`src/rtl/arith_pkg.sv`:
```
// rtl/arith_pkg.sv - opcodes, FSM states and flag indices for arith_unit_seq
package arith_pkg;

    localparam logic [2:0] OP_NOP  = 3'b000;
    localparam logic [2:0] OP_ADD  = 3'b001;
    localparam logic [2:0] OP_ADC  = 3'b010;
    localparam logic [2:0] OP_SUB  = 3'b011;
    localparam logic [2:0] OP_SBB  = 3'b100;
    localparam logic [2:0] OP_MUL  = 3'b101;
    localparam logic [2:0] OP_CMP  = 3'b110;
    localparam logic [2:0] OP_CLRF = 3'b111;

    typedef enum logic {
        ST_IDLE = 1'b0,
        ST_MUL  = 1'b1
    } state_e;

    localparam int FLAG_C = 0;
    localparam int FLAG_Z = 1;
    localparam int FLAG_N = 2;
    localparam int FLAG_V = 3;

endpackage

```
`src/rtl/seq_multiplier.sv`:
```
// rtl/seq_multiplier.sv - shift-add unsigned multiplier, one iteration per clock
module seq_multiplier #(
    parameter int WIDTH = 16
) (
    input  logic               clk,
    input  logic               rst,
    input  logic               start,
    input  logic [WIDTH-1:0]   a,
    input  logic [WIDTH-1:0]   b,
    output logic               busy,
    output logic               done,
    output logic [2*WIDTH-1:0] product
);

    localparam int CNT_W = $clog2(WIDTH);

    logic               busy_q, busy_d;
    logic [CNT_W-1:0]   cnt_q, cnt_d;
    logic [2*WIDTH-1:0] mcand_q, mcand_d;
    logic [WIDTH-1:0]   mplier_q, mplier_d;
    logic [2*WIDTH-1:0] prod_q, prod_d;
    logic [2*WIDTH-1:0] prod_next;
    logic               last;

    // The counter is allowed to wrap; the terminal count alone ends the run,
    // so WIDTH == 2**CNT_W needs no extra counter bit.
    assign last      = busy_q && (cnt_q == CNT_W'(WIDTH - 1));
    assign prod_next = prod_q + (mplier_q[0] ? mcand_q : '0);

    // product is the value being written on this edge, so the parent can
    // capture it on the same edge that completes the final iteration.
    assign busy    = busy_q;
    assign done    = last;
    assign product = prod_next;

    always_comb begin
        busy_d   = busy_q;
        cnt_d    = cnt_q;
        mcand_d  = mcand_q;
        mplier_d = mplier_q;
        prod_d   = prod_q;
        if (busy_q) begin
            prod_d   = prod_next;
            mcand_d  = mcand_q << 1;
            mplier_d = mplier_q >> 1;
            cnt_d    = cnt_q + CNT_W'(1);
            if (last) begin
                busy_d = 1'b0;
            end
        end else if (start) begin
            busy_d   = 1'b1;
            cnt_d    = '0;
            mcand_d  = {{WIDTH{1'b0}}, a};
            mplier_d = b;
            prod_d   = '0;
        end
    end

    always_ff @(posedge clk or posedge rst) begin
        if (rst) begin
            busy_q   <= 1'b0;
            cnt_q    <= '0;
            mcand_q  <= '0;
            mplier_q <= '0;
            prod_q   <= '0;
        end else begin
            busy_q   <= busy_d;
            cnt_q    <= cnt_d;
            mcand_q  <= mcand_d;
            mplier_q <= mplier_d;
            prod_q   <= prod_d;
        end
    end

endmodule

```
`src/rtl/arith_unit_seq.sv`:
```
// rtl/arith_unit_seq.sv - registered add/sub/mul accumulator with C/Z/N/V flags and valid/ready
module arith_unit_seq
    import arith_pkg::*;
#(
    parameter int WIDTH = 16
) (
    input  logic             iClock,
    input  logic             iReset,
    input  logic             iValid,
    output logic             oReady,
    input  logic [2:0]       iOpcode,
    input  logic [WIDTH-1:0] iPortA,
    input  logic [WIDTH-1:0] iPortB,
    output logic [WIDTH-1:0] oAccumulator,
    output logic             oDone,
    output logic             oCarryFlag,
    output logic             oZeroFlag,
    output logic             oNegFlag,
    output logic             oOvfFlag
);

    localparam int MSB = WIDTH - 1;

    state_e           state_q, state_d;
    logic [WIDTH-1:0] acc_q, acc_d;
    logic [3:0]       flags_q, flags_d;
    logic             done_q, done_d;

    logic             accept;
    logic             cin;
    logic [WIDTH:0]   add_res;
    logic [WIDTH:0]   sub_res;
    logic             add_v;
    logic             sub_v;
    logic             mul_start;
    logic             mul_busy;
    logic             mul_done;
    logic [2*WIDTH-1:0] mul_product;

    assign accept = iValid && (state_q == ST_IDLE);

    // Carry-in uses the flag held before the accept edge.
    assign cin     = ((iOpcode == OP_ADC) || (iOpcode == OP_SBB)) ? flags_q[FLAG_C] : 1'b0;
    assign add_res = {1'b0, iPortA} + {1'b0, iPortB} + {{WIDTH{1'b0}}, cin};
    // Bit WIDTH of the widened difference is the unsigned borrow.
    assign sub_res = {1'b0, iPortA} - {1'b0, iPortB} - {{WIDTH{1'b0}}, cin};
    assign add_v   = (iPortA[MSB] == iPortB[MSB]) && (add_res[MSB] != iPortA[MSB]);
    assign sub_v   = (iPortA[MSB] != iPortB[MSB]) && (sub_res[MSB] != iPortA[MSB]);

    assign mul_start = accept && (iOpcode == OP_MUL);

    seq_multiplier #(
        .WIDTH(WIDTH)
    ) u_mul (
        .clk    (iClock),
        .rst    (iReset),
        .start  (mul_start),
        .a      (iPortA),
        .b      (iPortB),
        .busy   (mul_busy),
        .done   (mul_done),
        .product(mul_product)
    );

    always_comb begin
        state_d = state_q;
        acc_d   = acc_q;
        flags_d = flags_q;
        done_d  = 1'b0;
        case (state_q)
            ST_IDLE: begin
                if (accept) begin
                    done_d = 1'b1;
                    case (iOpcode)
                        OP_ADD, OP_ADC: begin
                            acc_d           = add_res[WIDTH-1:0];
                            flags_d[FLAG_C] = add_res[WIDTH];
                            flags_d[FLAG_Z] = (add_res[WIDTH-1:0] == '0);
                            flags_d[FLAG_N] = add_res[MSB];
                            flags_d[FLAG_V] = add_v;
                        end
                        OP_SUB, OP_SBB, OP_CMP: begin
                            if (iOpcode != OP_CMP) begin
                                acc_d = sub_res[WIDTH-1:0];
                            end
                            flags_d[FLAG_C] = sub_res[WIDTH];
                            flags_d[FLAG_Z] = (sub_res[WIDTH-1:0] == '0);
                            flags_d[FLAG_N] = sub_res[MSB];
                            flags_d[FLAG_V] = sub_v;
                        end
                        OP_MUL: begin
                            done_d  = 1'b0;
                            state_d = ST_MUL;
                        end
                        OP_CLRF: begin
                            flags_d = '0;
                        end
                        default: begin
                        end
                    endcase
                end
            end
            ST_MUL: begin
                if (mul_done) begin
                    acc_d           = mul_product[WIDTH-1:0];
                    flags_d[FLAG_C] = (mul_product[2*WIDTH-1:WIDTH] != '0);
                    flags_d[FLAG_Z] = (mul_product[WIDTH-1:0] == '0);
                    flags_d[FLAG_N] = mul_product[MSB];
                    flags_d[FLAG_V] = 1'b0;
                    done_d          = 1'b1;
                    state_d         = ST_IDLE;
                end else if (!mul_busy) begin
                    // Multiplier idle while we wait on it: recover without a result.
                    state_d = ST_IDLE;
                end
            end
            default: state_d = ST_IDLE;
        endcase
    end

    always_ff @(posedge iClock or posedge iReset) begin
        if (iReset) begin
            state_q <= ST_IDLE;
            acc_q   <= '0;
            flags_q <= '0;
            done_q  <= 1'b0;
        end else begin
            state_q <= state_d;
            acc_q   <= acc_d;
            flags_q <= flags_d;
            done_q  <= done_d;
        end
    end

    assign oReady       = (state_q == ST_IDLE);
    assign oAccumulator = acc_q;
    assign oDone        = done_q;
    assign oCarryFlag   = flags_q[FLAG_C];
    assign oZeroFlag    = flags_q[FLAG_Z];
    assign oNegFlag     = flags_q[FLAG_N];
    assign oOvfFlag     = flags_q[FLAG_V];

endmodule

```
`config.mk`:
```
export PLATFORM = sky130hd
export DESIGN_NAME = arith_unit_seq
export DESIGN_NICKNAME = d
export VERILOG_FILES = /design/src/rtl/arith_pkg.sv /design/src/rtl/seq_multiplier.sv /design/src/rtl/arith_unit_seq.sv
export SDC_FILE = /design/constraint.sdc
export NUM_CORES = 1
export LEC_CHECK = 0
export BUFFER_PORTS_ARGS = -buffer_cell sky130_fd_sc_hd__buf_4
export CORE_UTILIZATION = 55
export DETAILED_ROUTE_END_ITERATION = 7
export HOLD_SLACK_MARGIN = 0.08
export PLACE_DENSITY = 0.74
export SETUP_SLACK_MARGIN = 0.4
export SLEW_MARGIN = 20
export SYNTH_ARGS = -nofsm -noshare
export SYNTH_HDL_FRONTEND = slang
export SYNTH_HIERARCHICAL = 1
export SYNTH_SLANG_ARGS = --single-unit
```
`constraint.sdc`:
```
create_clock -name iClock -period 9.9 [get_ports iClock]
set_input_delay 1.98 -clock iClock [delete_from_list [all_inputs] [get_ports iClock]]
set_output_delay 1.98 -clock iClock [all_outputs]
set_load 0.03 [all_outputs]
```
Word level (Yosys, flattened, before mapping) --
Index checks and enable logic that the tools add are counted.
Storage, ports and cells: register bits 107, input port bits 38, output and inout port bits 22, word-level logic and storage cells 80
Cells by class: add/sub/neg operators 6, eq/ne operators 18, mux-type cells 31, bitwise logic cells 1, reduce and logical (&&, ||, !) cells 15
Operators with widths (count):
- $mux W32 | 5
- $mux W16 | 5
- $pmux W16 S2 | 2
- $logic_not A16 Y1 | 3
- $add A32 B32 Y32 | 1
- $add A16 B16 Y17 | 1
- $add A17 B1 Y17 | 1
- $sub A16 B16 Y17 | 1
- $sub A17 B1 Y17 | 1
- $mux W4 | 4
- $reduce_bool A16 Y1 | 1
- $eq A3 B3 Y1 const B | 4
- $pmux W4 S3 | 1
- $mux W1 | 11
- $pmux W4 S2 | 1
- $eq A3 B2 Y1 const B | 2
- $ne A3 B3 Y1 const B | 2
- $logic_and A1 B1 Y1 | 5
- $add A4 B1 Y4 const B | 1
- $eq A4 B4 Y1 const B | 1
- $ne A2 B1 Y1 const B | 2
- $ne A4 B1 Y1 const B | 1
- $pmux W1 S2 | 2
- $reduce_and A4 Y1 | 1
- 10 further kinds | 12

Longest topological paths before layout --
Gate-level depths: netlist of the first run.
depth after elaboration 9, mapped depth 16, mapped depth without buffers 15

By module --
Netlist of the first run, hierarchy kept.
Modules (own cells, without submodules):
- seq_multiplier | instances 1, cells an instance 607, area each 5492.8 um^2, seq. area each 2127.0 um^2
- arith_unit_seq | instances 1, cells an instance 467, area each 3429.5 um^2, seq. area each 550.5 um^2

Worst setup path before layout of the first run --
OpenSTA, ideal clock, no wires.
path kind input -> register, start point input iOpcode[1], end point register flags_q[1], library setup time 0.069 ns, data arrival time 4.844 ns, data required time 9.831 ns, setup slack 4.987 ns, stages 14, cells stage by stage buf_2 > xor2_1 > nand3b_1 > fa_1 > inv_1 > ha_1 > o21ai_0 > nand3_1 > nand4b_2 > and2_2 > xnor2_1 > or4_1 > or4_1 > nand3_1
On the way: cells in the longest elaborated chain, start to end 8
RTL lines:
- from (decl) | RTL line arith_unit_seq.sv:11 | input logic [2:0] iOpcode,
- $eq A3 B2 Y1 or $eq A3 B3 Y1 (tied branches) | RTL line arith_unit_seq.sv:43, arith_unit_seq.sv:74
- $logic_or A1 B1 Y1 | RTL line arith_unit_seq.sv:43 | assign cin = ((iOpcode == OP_ADC) || (iOpcode == OP_SBB)) ? flags_q[FLAG_C] : 1'b0;
- $mux W1 | RTL line arith_unit_seq.sv:43
- $sub A17 B1 Y17 or $add A17 B1 Y17 (tied branches) | RTL line arith_unit_seq.sv:46, arith_unit_seq.sv:44
- $logic_not A16 Y1, on equally long branches | RTL line arith_unit_seq.sv:87, arith_unit_seq.sv:78
- $pmux W4 S3 | RTL line arith_unit_seq.sv:74 | case (iOpcode)
- $mux W4 | RTL line arith_unit_seq.sv:72 | if (accept) begin
- $pmux W4 S2 | RTL line arith_unit_seq.sv:70 | case (state_q)
- to (signal assigned) | RTL line arith_unit_seq.sv:130 | flags_q <= flags_d;
- to (decl) | RTL line arith_unit_seq.sv:26 | logic [3:0] flags_q, flags_d;
Several ways; a longest one is shown, not always the timed one. The select of a mux whose other input is x is not followed. A chain may end at the register's enable or synchronous reset.

Final worst setup path of the first run --
Same ends and word-level chain as after synthesis.

==> results_dict.tcl, run 1 <==
set metrics [dict create \
    status "completed" \
    pwr-share-seq_pct 32.9 \
    fillCellCount 1469 \
    drt-wirelength-per-cell_microns 18.11 \
    netlist_area_sq_mm 0.008922 \
    synthesis.yosys.warnings 6 \
    via_per_inst 5.990 \
    grt_pass1_wl_microns 38280 \
    clkSinkCount 107 \
    slew_headroom_pct 31.56 \
    route.top_layer_used "met4" \
    cts-buffers-inserted 9 \
    postSynthCellCount 1074 \
    grt_setup_unrepaired "false" \
    vdd_drop_max_mv 0.1749 \
    clock_skew_ns 0.01199 \
    multi_input_comb_area_sq_mm 0.005784 \
    final_hold_viol_count 0 \
    detail_route.iter0.violations 619 \
    synth_edf_count 0 \
    grt_max_degree 114 \
    clock_tree_from_tritoncts "done" \
    routabilityCongestion 0.9767 \
    worstSetupPathType "primary input to register" \
    sequential_to_total_area_share_from_yosys_stat_pct 30.01 \
    max-clock-path-buffers 2 \
    htree_num_levels 3 \
    setup_viol_count_final 0 \
    worst_hold_path_type "register to register" \
    p_clk_share_pct 17.6 \
    critical_path.cell_chain "buf_4, xor2_1, nand3b_1, fa_1, inv_1, ha_1, o21ai_0, nand3_1, nand4b_2, and2_2, xnor2_1, or4_1, or4_1, nand3_1" \
    placed_cells_incl_taps 1311 \
    synthDistinctLibCells 75 \
    syn_avg_cell_area_sq_um 8.308 \
    design.core.area_sq_mm 0.01589 \
    syn_to_final_growth_pct 10.18 \
    drcViolationCount 0 \
    worst_pin_slew_ns 1.027 \
    rows 46 \
    crit_slowest_cell "sky130_fd_sc_hd__fa_1" \
    cp.required_ns 10.20 \
    finalPower_mw 2.234 \
    floorplan.initialDensity_pct 56.17 \
    postSynthRegisterBits 107 \
    yosysMostFrequentCell "sky130_fd_sc_hd__dfrtp_1" \
    cellInternalPower_mw 1.252 \
    fin_crit_sh_pct 48.33 \
    cap_viol_max_count 0 \
    worst-path-max-fanout 10 \
    synthesis.nets 1194 \
    critPathLaunchType "primary input" \
    worst_skew_pair.late_latency_ns 0.36 \
    routed_wire_length_microns 24000 \
    layout-drive-gt1-share_pct 9.829 \
    met2WireLength_microns 10940 \
    timing.setup.tns_ns 0 \
    p_sw_uw 982.4 \
    gr-usage-all-layers_pct 29.67 \
    synth.cells.most_frequent "107 x sky130_fd_sc_hd__dfrtp_1, 106 x sky130_fd_sc_hd__nand2_1, 105 x sky130_fd_sc_hd__o21ai_0" \
    post_cts_setup_repair_buffer_count 0 \
    cts.repair.resized 0 \
    vias 7937 \
    final_max_slew_viol_count 0 \
    yosys.area.top_type "sky130_fd_sc_hd__dfrtp_1" \
    total_length_of_routed_met3_wires_microns 1256 \
    postSynth.asyncResetShare_pct 100.0 \
    cts.reportedPaths.clkPinSlew_ns 0.08 \
    cts-root-buf "sky130_fd_sc_hd__clkbuf_16" \
    final_nets 1226 \
    switching_share_pct 43.97 \
    data_arrival_critical_path_ns 5.08 \
    floorplan.die_area_sq_mm 0.01674 \
    p_per_area_mw_per_mm2 227.3 \
    synth_largest_type_area_fraction_pct 30.01 \
    global_route.overflow_total 0 \
    leakagePower_nw 4.579 \
    min_period_ns 4.784 \
    ant_nets 0 \
    first_global_vias 7387 \
    cts-hold-fix-buffers 0 \
    timing.fmax_ghz 0.2090 \
    filler_free_cell_count_of_the_finished_design 1325 \
    timing.critical_path.to_type "register" \
    io-pin-count 60 \
    die_height_microns 129.4 \
    portion_of_total_power_attributed_to_combinational_logic_pct 49.5 \
    area.sequential_sq_mm 0.002681 \
    portBuffers 59 \
    firstDrtPassIters 6 \
    worst_path_largest_cell_delay_ns 0.58 \
    die_width_microns 129.4 \
    detailed_place_hpwl_microns 18060 \
    antenna_found_initial 0 \
    wl_met1_microns 11290 \
    dominantRegCellSynth "sky130_fd_sc_hd__dfrtp_1" \
    synth_top_cells_by_area "sky130_fd_sc_hd__dfrtp_1 30%, sky130_fd_sc_hd__ha_1 11%, sky130_fd_sc_hd__o21ai_0 5.9%, sky130_fd_sc_hd__mux2i_1 4.5%, sky130_fd_sc_hd__nand2_1 4.5%" \
    antenna_fix_cells 0 \
]
stage by stage:
| stage | utilization [%] | setup slack, ns | instance area, sq um | hold WS [ns] |
|---|---|---|---|---|
| after global placement | 59.89 | 4.856 | 9513 | 0.4643 |
| after floorplan | - | 4.987 | 8922 | 0.4492 |
| after CTS | 61.85 | 5.155 | 9826 | 0.4877 |
| after global routing | 61.89 | 4.902 | 9831 | 0.5204 |
| final | 61.89 | 5.116 | 9831 | 0.4858 |
| after detailed placement | 59.89 | 4.780 | 9513 | 0.4648 |
per-layer routing:
layer  vias up  track usage, %
met4         0           10.38
met1      3793           42.33
met3        32           4.129
met2       250           46.05
met5         -               0
li1       3862               -
cells by family after synthesis:
logic type	after synthesis	synth area share [%]
DFF	107	30.01
xor gates and xnor gates	52	5.105
muxes	45	5.118
AOI/OAI and AO/OA	314	22.38
adders and majority gates	82	11.92
buffers and inverters	120	5.273
and+or+nand+nor	354	20.19
final timing paths:
| kind | to | from | cells after the start | slack (ns) |
|---|---|---|---|---|
| worst max-delay path | flags_q[1]$_DFFE_PP0P_ | iOpcode[1] | 14 | 5.12 |
| worst min-delay path | u_mul/mplier_q[0]$_DFFE_PP0P_ | u_mul/mplier_q[1]$_DFFE_PP0P_ | 2 | 0.49 |
| worst max register to register | flags_q[0]$_DFFE_PP0P_ | u_mul/mplier_q[0]$_DFFE_PP0P_ | 15 | 5.71 |
| worst min register to register | u_mul/mplier_q[0]$_DFFE_PP0P_ | u_mul/mplier_q[1]$_DFFE_PP0P_ | 2 | 0.49 |
| max in group asynchronous | u_mul/prod_q[28]$_DFFE_PP0P_ | iReset | 3 | 7.08 |
| min in group asynchronous | u_mul/mplier_q[0]$_DFFE_PP0P_ | iReset | 2 | 1.62 |
critical path, delay by kind of cell:
family	cells	cell delay, ns
xor+xnor	2	0.22
simple gates	7	1.68
buf+inv	2	0.20
compound gates	1	0.22
fa+ha+maj	2	0.77
power by group through the flow:
stage | clock network [mW] | registers [mW] | logic (mW)
floorplan | 0 | 0.764 | 0.741
CTS | 0.401 | 0.734 | 1.09
finish | 0.394 | 0.734 | 1.11
detailed placement | 0 | 0.739 | 1.09
global placement | 0 | 0.736 | 1.07
global route | 0.416 | 0.755 | 1.21
layout make-up:
class                           count  area share [%]
Multi-Input combinational cell    847           58.84
Sequential cell                   107           27.28
Timing Repair Buffer               67           5.116
Inverter                           74           2.838
Tap cell                          216           2.749
Clock buffer                       10           2.431
Clock inverter                      4          0.7509
state kept, by name, summed over array words and instances (netlist names):
signal          count
u_mul/prod_q       32
oAccumulator       16
u_mul/cnt_q         4
flags_q             4
u_mul/busy          1
oDone               1
u_mul/mcand_q      32
state_q             1
u_mul/mplier_q     16
cells in the final DEF, fill, tap and decap left out, types with 7 or more instances in the layout:
cell type,instances
sky130_fd_sc_hd__nand4_1,13
sky130_fd_sc_hd__nor3b_1,12
sky130_fd_sc_hd__nor4_1,10
sky130_fd_sc_hd__a211oi_1,8
sky130_fd_sc_hd__xor2_1,12
sky130_fd_sc_hd__buf_4,67
sky130_fd_sc_hd__or3_1,7
sky130_fd_sc_hd__nor3_1,15
sky130_fd_sc_hd__and2_1,38
sky130_fd_sc_hd__a21oi_1,70
sky130_fd_sc_hd__and3_1,8
sky130_fd_sc_hd__mux2i_1,40
sky130_fd_sc_hd__nor2b_1,8
sky130_fd_sc_hd__o21ai_0,104
sky130_fd_sc_hd__a21o_1,26
sky130_fd_sc_hd__inv_1,72
sky130_fd_sc_hd__nand2b_1,33
sky130_fd_sc_hd__nand3_1,19
sky130_fd_sc_hd__o211ai_1,13
sky130_fd_sc_hd__clkbuf_16,9
sky130_fd_sc_hd__nor2_1,65
sky130_fd_sc_hd__xnor2_1,40
sky130_fd_sc_hd__o21bai_1,12
sky130_fd_sc_hd__a22o_1,15
sky130_fd_sc_hd__nand2_1,106
sky130_fd_sc_hd__dfrtp_1,106
sky130_fd_sc_hd__ha_1,77
(Power assumes the default switching activity.)
==> run 2, diff against run 1 <==
--- a/config.mk
+++ b/config.mk
@@ -5,11 +5,12 @@
 export SDC_FILE = /design/constraint.sdc
 export NUM_CORES = 1
 export LEC_CHECK = 0
+export ABC_AREA = 1
 export BUFFER_PORTS_ARGS = -buffer_cell sky130_fd_sc_hd__buf_4
 export CORE_UTILIZATION = 55
 export DETAILED_ROUTE_END_ITERATION = 7
 export HOLD_SLACK_MARGIN = 0.08
-export PLACE_DENSITY = 0.74
+export PLACE_DENSITY = 0.76
 export SETUP_SLACK_MARGIN = 0.4
 export SLEW_MARGIN = 20
 export SYNTH_ARGS = -nofsm -noshare
==> constraint.sdc (replaced) <==
create_clock -name iClock -period 4.28 [get_ports iClock]
set_input_delay 0.856 -clock iClock [delete_from_list [all_inputs] [get_ports iClock]]
set_output_delay 0.856 -clock iClock [all_outputs]
set_load 0.03 [all_outputs]
==> run 2 against run 1 <==
Register-to-register slack got worse by 5.0 ns. Core utilization increased by 0.067 points. Sequential power rose by 130%. Cell count rose by 38%. Routed wire length rose by 18%. First-iteration DRC count increased by 25%. Clock skew is 0.0019 ns lower. Synthesized cell count increased by 44%.
==> results_dict.tcl, run 2 <==
set metrics [dict create \
    layout_common_cells "576 x sky130_fd_sc_hd__nand2_1, 283 x sky130_fd_sc_hd__inv_1, 106 x sky130_fd_sc_hd__dfrtp_1" \
    worst_hold_path_type "register to register" \
    firstDrtPassIters 5 \
    layout_commonest_cell "sky130_fd_sc_hd__nand2_1" \
    critPathTopFamily "simple AND/OR/NAND/NOR gates" \
    cellInternalPower_mw 2.688 \
    floorplan.initialDensity_pct 56.42 \
    fillCellCount 1663 \
    clock_tree_from_tritoncts "done" \
    timing.critical_path.to_type "register" \
    grt_setup_unrepaired "false" \
    vias 9710 \
    placement.cell_area_sq_mm 0.01044 \
    design.core.area_sq_mm 0.01736 \
    sequential_to_total_area_share_from_yosys_stat_pct 27.34 \
    leakagePower_nw 6.465 \
    multi_input_comb_area_sq_mm 0.005862 \
    dominant_cell_type_by_count_on_the_critical_path "sky130_fd_sc_hd__nand2_1" \
    floorplan.die_area_sq_mm 0.01834 \
    grt_util_met3_pct 6.248 \
    timing.setup.tns_ns 0 \
    worst_pin_slew_ns 0.9228 \
    max-clock-path-buffers 2 \
    top_regs "u_mul/mcand_q x32, u_mul/prod_q x32" \
    synth_top_cells_by_area "sky130_fd_sc_hd__dfrtp_1 27%, sky130_fd_sc_hd__nand2_1 22%, sky130_fd_sc_hd__inv_1 11%, sky130_fd_sc_hd__ha_1 9.8%, sky130_fd_sc_hd__nand3_1 4.9%" \
    cts-root-buf "sky130_fd_sc_hd__clkbuf_16" \
    slew_headroom_pct 38.41 \
    cts.repair.resized 0 \
    switching_share_pct 47.54 \
    cts-buffers-inserted 9 \
    drcViolationCount 0 \
    rows 48 \
    drt-wirelength-per-cell_microns 15.49 \
    syn_to_final_growth_pct 9.799 \
    worst_skew_pair.late_latency_ns 0.36 \
    syn_avg_cell_area_sq_um 6.322 \
    synth.cells.most_frequent "576 x sky130_fd_sc_hd__nand2_1, 284 x sky130_fd_sc_hd__inv_1, 107 x sky130_fd_sc_hd__dfrtp_1" \
    vdd_drop_max_mv 0.3037 \
    cts-hold-fix-buffers 0 \
    clock_skew_ns 0.01010 \
    final_nets 1716 \
    fin_crit_sh_pct 82.52 \
    preCtsSetupSlack_ns 0.7304 \
    routabilityCongestion 0.9796 \
    global_route.overflow_total 0 \
    cp.required_ns 4.54 \
    synthesis.nets 1669 \
    postSynthRegisterBits 107 \
    detailed_place_hpwl_microns 22610 \
    die_width_microns 135.4 \
    synthDistinctLibCells 49 \
    critPathLaunchType "register" \
    first_global_vias 8756 \
    portion_of_total_power_attributed_to_combinational_logic_pct 50.0 \
    status "completed" \
    ant_nets 0 \
    met2_usage_pct 48.97 \
    grt.met1_usage_pct 45.73 \
    p_per_area_mw_per_mm2 476.6 \
    postSynthCellCount 1549 \
    area.sequential_sq_mm 0.002679 \
    antenna_found_initial 0 \
    synth_largest_type_area_fraction_pct 27.34 \
    grt_most_used_layer "met2" \
    min_period_ns 3.532 \
    io-pin-count 60 \
    synth_edf_count 0 \
    yosys.area.top_type "sky130_fd_sc_hd__dfrtp_1" \
    final_max_slew_viol_count 0 \
    portBuffers 59 \
    setup_viol_count_final 0 \
    grt_pass1_wl_microns 44960 \
    p_sw_mw 2.436 \
    routed_wire_length_microns 28280 \
    grt_max_degree 60 \
    detail_route.iter0.violations 771 \
    cts.reportedPaths.clkPinSlew_ns 0.08 \
    via_per_inst 5.318 \
    data_arrival_critical_path_ns 3.79 \
    crit_buf_inv 4 \
    p_clk_share_pct 17.0 \
    yosysMostFrequentCell "sky130_fd_sc_hd__nand2_1" \
    postSynth.asyncResetShare_pct 100.0 \
    netlist_area_sq_mm 0.009793 \
    synthesis.yosys.warnings 6 \
    design_area_sq_mm 0.01075 \
    antenna_fix_cells 0 \
    timing.fmax_ghz 0.2831 \
    gr-usage-all-layers_pct 31.93 \
    dominantRegCellSynth "sky130_fd_sc_hd__dfrtp_1" \
    worst_path_largest_cell_delay_ns 0.61 \
    final_hold_viol_count 0 \
    layout-drive-gt1-share_pct 8.869 \
    die_height_microns 135.4 \
    worstSetupPathType "register to register" \
    pwr-share-seq_pct 33.0 \
    post_cts_setup_repair_buffer_count 0 \
    critical_path.cell_chain "buf_4, nand2_1, inv_1, ha_1, nand2_1, inv_1, nand2_1, nand2_1, inv_1, nand2_1, a21oi_1, nand3_1, and2_1, nor4_1, nand2_1, nor4_1, a31oi_1, nand2_1, nand2_1" \
    cap_viol_max_count 0 \
    htree_num_levels 3 \
    crit_slowest_cell "sky130_fd_sc_hd__dfrtp_1" \
    worst-path-max-fanout 21 \
    clkSinkCount 107 \
    final_setup_margin_ns 0.7480 \
]
==> run 2: cell types whose count changed after synthesis, moves of 12 or more <==
| cell | previous run | this run |
|---|---|---|
| sky130_fd_sc_hd__inv_1 | 73 | 284 |
| sky130_fd_sc_hd__a21oi_1 | 70 | 52 |
| sky130_fd_sc_hd__o21ai_0 | 105 | 24 |
| sky130_fd_sc_hd__xnor2_1 | 40 | 2 |
| sky130_fd_sc_hd__o22ai_1 | 4 | 16 |
| sky130_fd_sc_hd__mux2i_1 | 40 | 0 |
| sky130_fd_sc_hd__nor2_1 | 65 | 95 |
| sky130_fd_sc_hd__nand2_1 | 106 | 576 |
| sky130_fd_sc_hd__and2_1 | 38 | 17 |
| sky130_fd_sc_hd__a21o_1 | 26 | 2 |
| sky130_fd_sc_hd__nand2_2 | 1 | 28 |
| sky130_fd_sc_hd__nand3_1 | 19 | 96 |
| sky130_fd_sc_hd__nand2b_1 | 33 | 0 |
| sky130_fd_sc_hd__clkbuf_1 | 34 | 19 |
==> run 2: logic make-up after synthesis <==
kind of cell	Yosys count	synth area share (%)
xor gates and xnor gates	23	2.287
DFF	107	27.34
buffers and inverters	325	12.88
AOI/OAI and AO/OA	150	9.659
adders and majority gates	82	10.86
and+or+nand+nor	862	36.97
==> run 2: through the flow <==
stage	power, mW	instances	utilization [%]	hold slack, ns
floorplan	3.442	1549	-	0.4501
global placement	4.187	1810	60.16	0.4662
detailed placement	4.223	1810	60.16	0.4723
CTS	5.109	1826	61.95	0.4896
global route	5.474	1826	61.95	0.5038
finish	5.124	1826	61.95	0.4850
==> run 2: area by class of cell <==
cell class | count | share of cell area (%)
Multi-Input combinational cell | 1117 | 54.51
Tap cell | 225 | 2.618
Clock inverter | 7 | 0.7913
Timing Repair Buffer | 69 | 4.817
Sequential cell | 107 | 24.91
Clock buffer | 9 | 2.094
Inverter | 292 | 10.25
==> run 2: final timing paths <==
kind                       slack (ns)  cells past startpoint                       endpoint                     startpoint
hold / removal                   0.48                      2   u_mul/prod_q[29]$_DFFE_PP0P_   u_mul/prod_q[29]$_DFFE_PP0P_
hold reg to reg                  0.48                      2   u_mul/prod_q[29]$_DFFE_PP0P_   u_mul/prod_q[29]$_DFFE_PP0P_
min in group asynchronous        0.64                      2    u_mul/prod_q[3]$_DFFE_PP0P_                         iReset
max in group asynchronous        2.78                      3  u_mul/mplier_q[2]$_DFFE_PP0P_                         iReset
setup / recovery                 0.75                     19         flags_q[0]$_DFFE_PP0P_  u_mul/mplier_q[0]$_DFFE_PP0P_
setup reg to reg                 0.75                     19         flags_q[0]$_DFFE_PP0P_  u_mul/mplier_q[0]$_DFFE_PP0P_
==> run 2: power groups by stage <==
| stage | registers, mW | clock network, mW | logic [mW] |
|---|---|---|---|
| 2_1_floorplan | 1.76 | 0 | 1.68 |
| 3_3_place_gp | 1.69 | 0 | 2.49 |
| 3_5_place_dp | 1.69 | 0 | 2.53 |
| 4_1_cts | 1.68 | 0.886 | 2.54 |
| 5_1_grt | 1.73 | 0.914 | 2.83 |
| 6_report | 1.69 | 0.873 | 2.56 |
==> run 2: per-layer routing <==
layer / share of wire, % / vias up
li1: - / 4908
met1: 47 / 4420
met5: 0 / -
met2: 43 / 342
met4: 2.1 / 0
met3: 7.9 / 40
==> run 2: worst reg2reg max path: cells and delay by family, from the launching register on <==
kind                     cells  cell delay (ns)
AO/OA/AOI/OAI                2             0.37
flip-flops                   1             0.61
adder cells (fa/ha/maj)      1             0.28
buffers and inverters        4             0.52
AND/OR/NAND/NOR             12             1.64
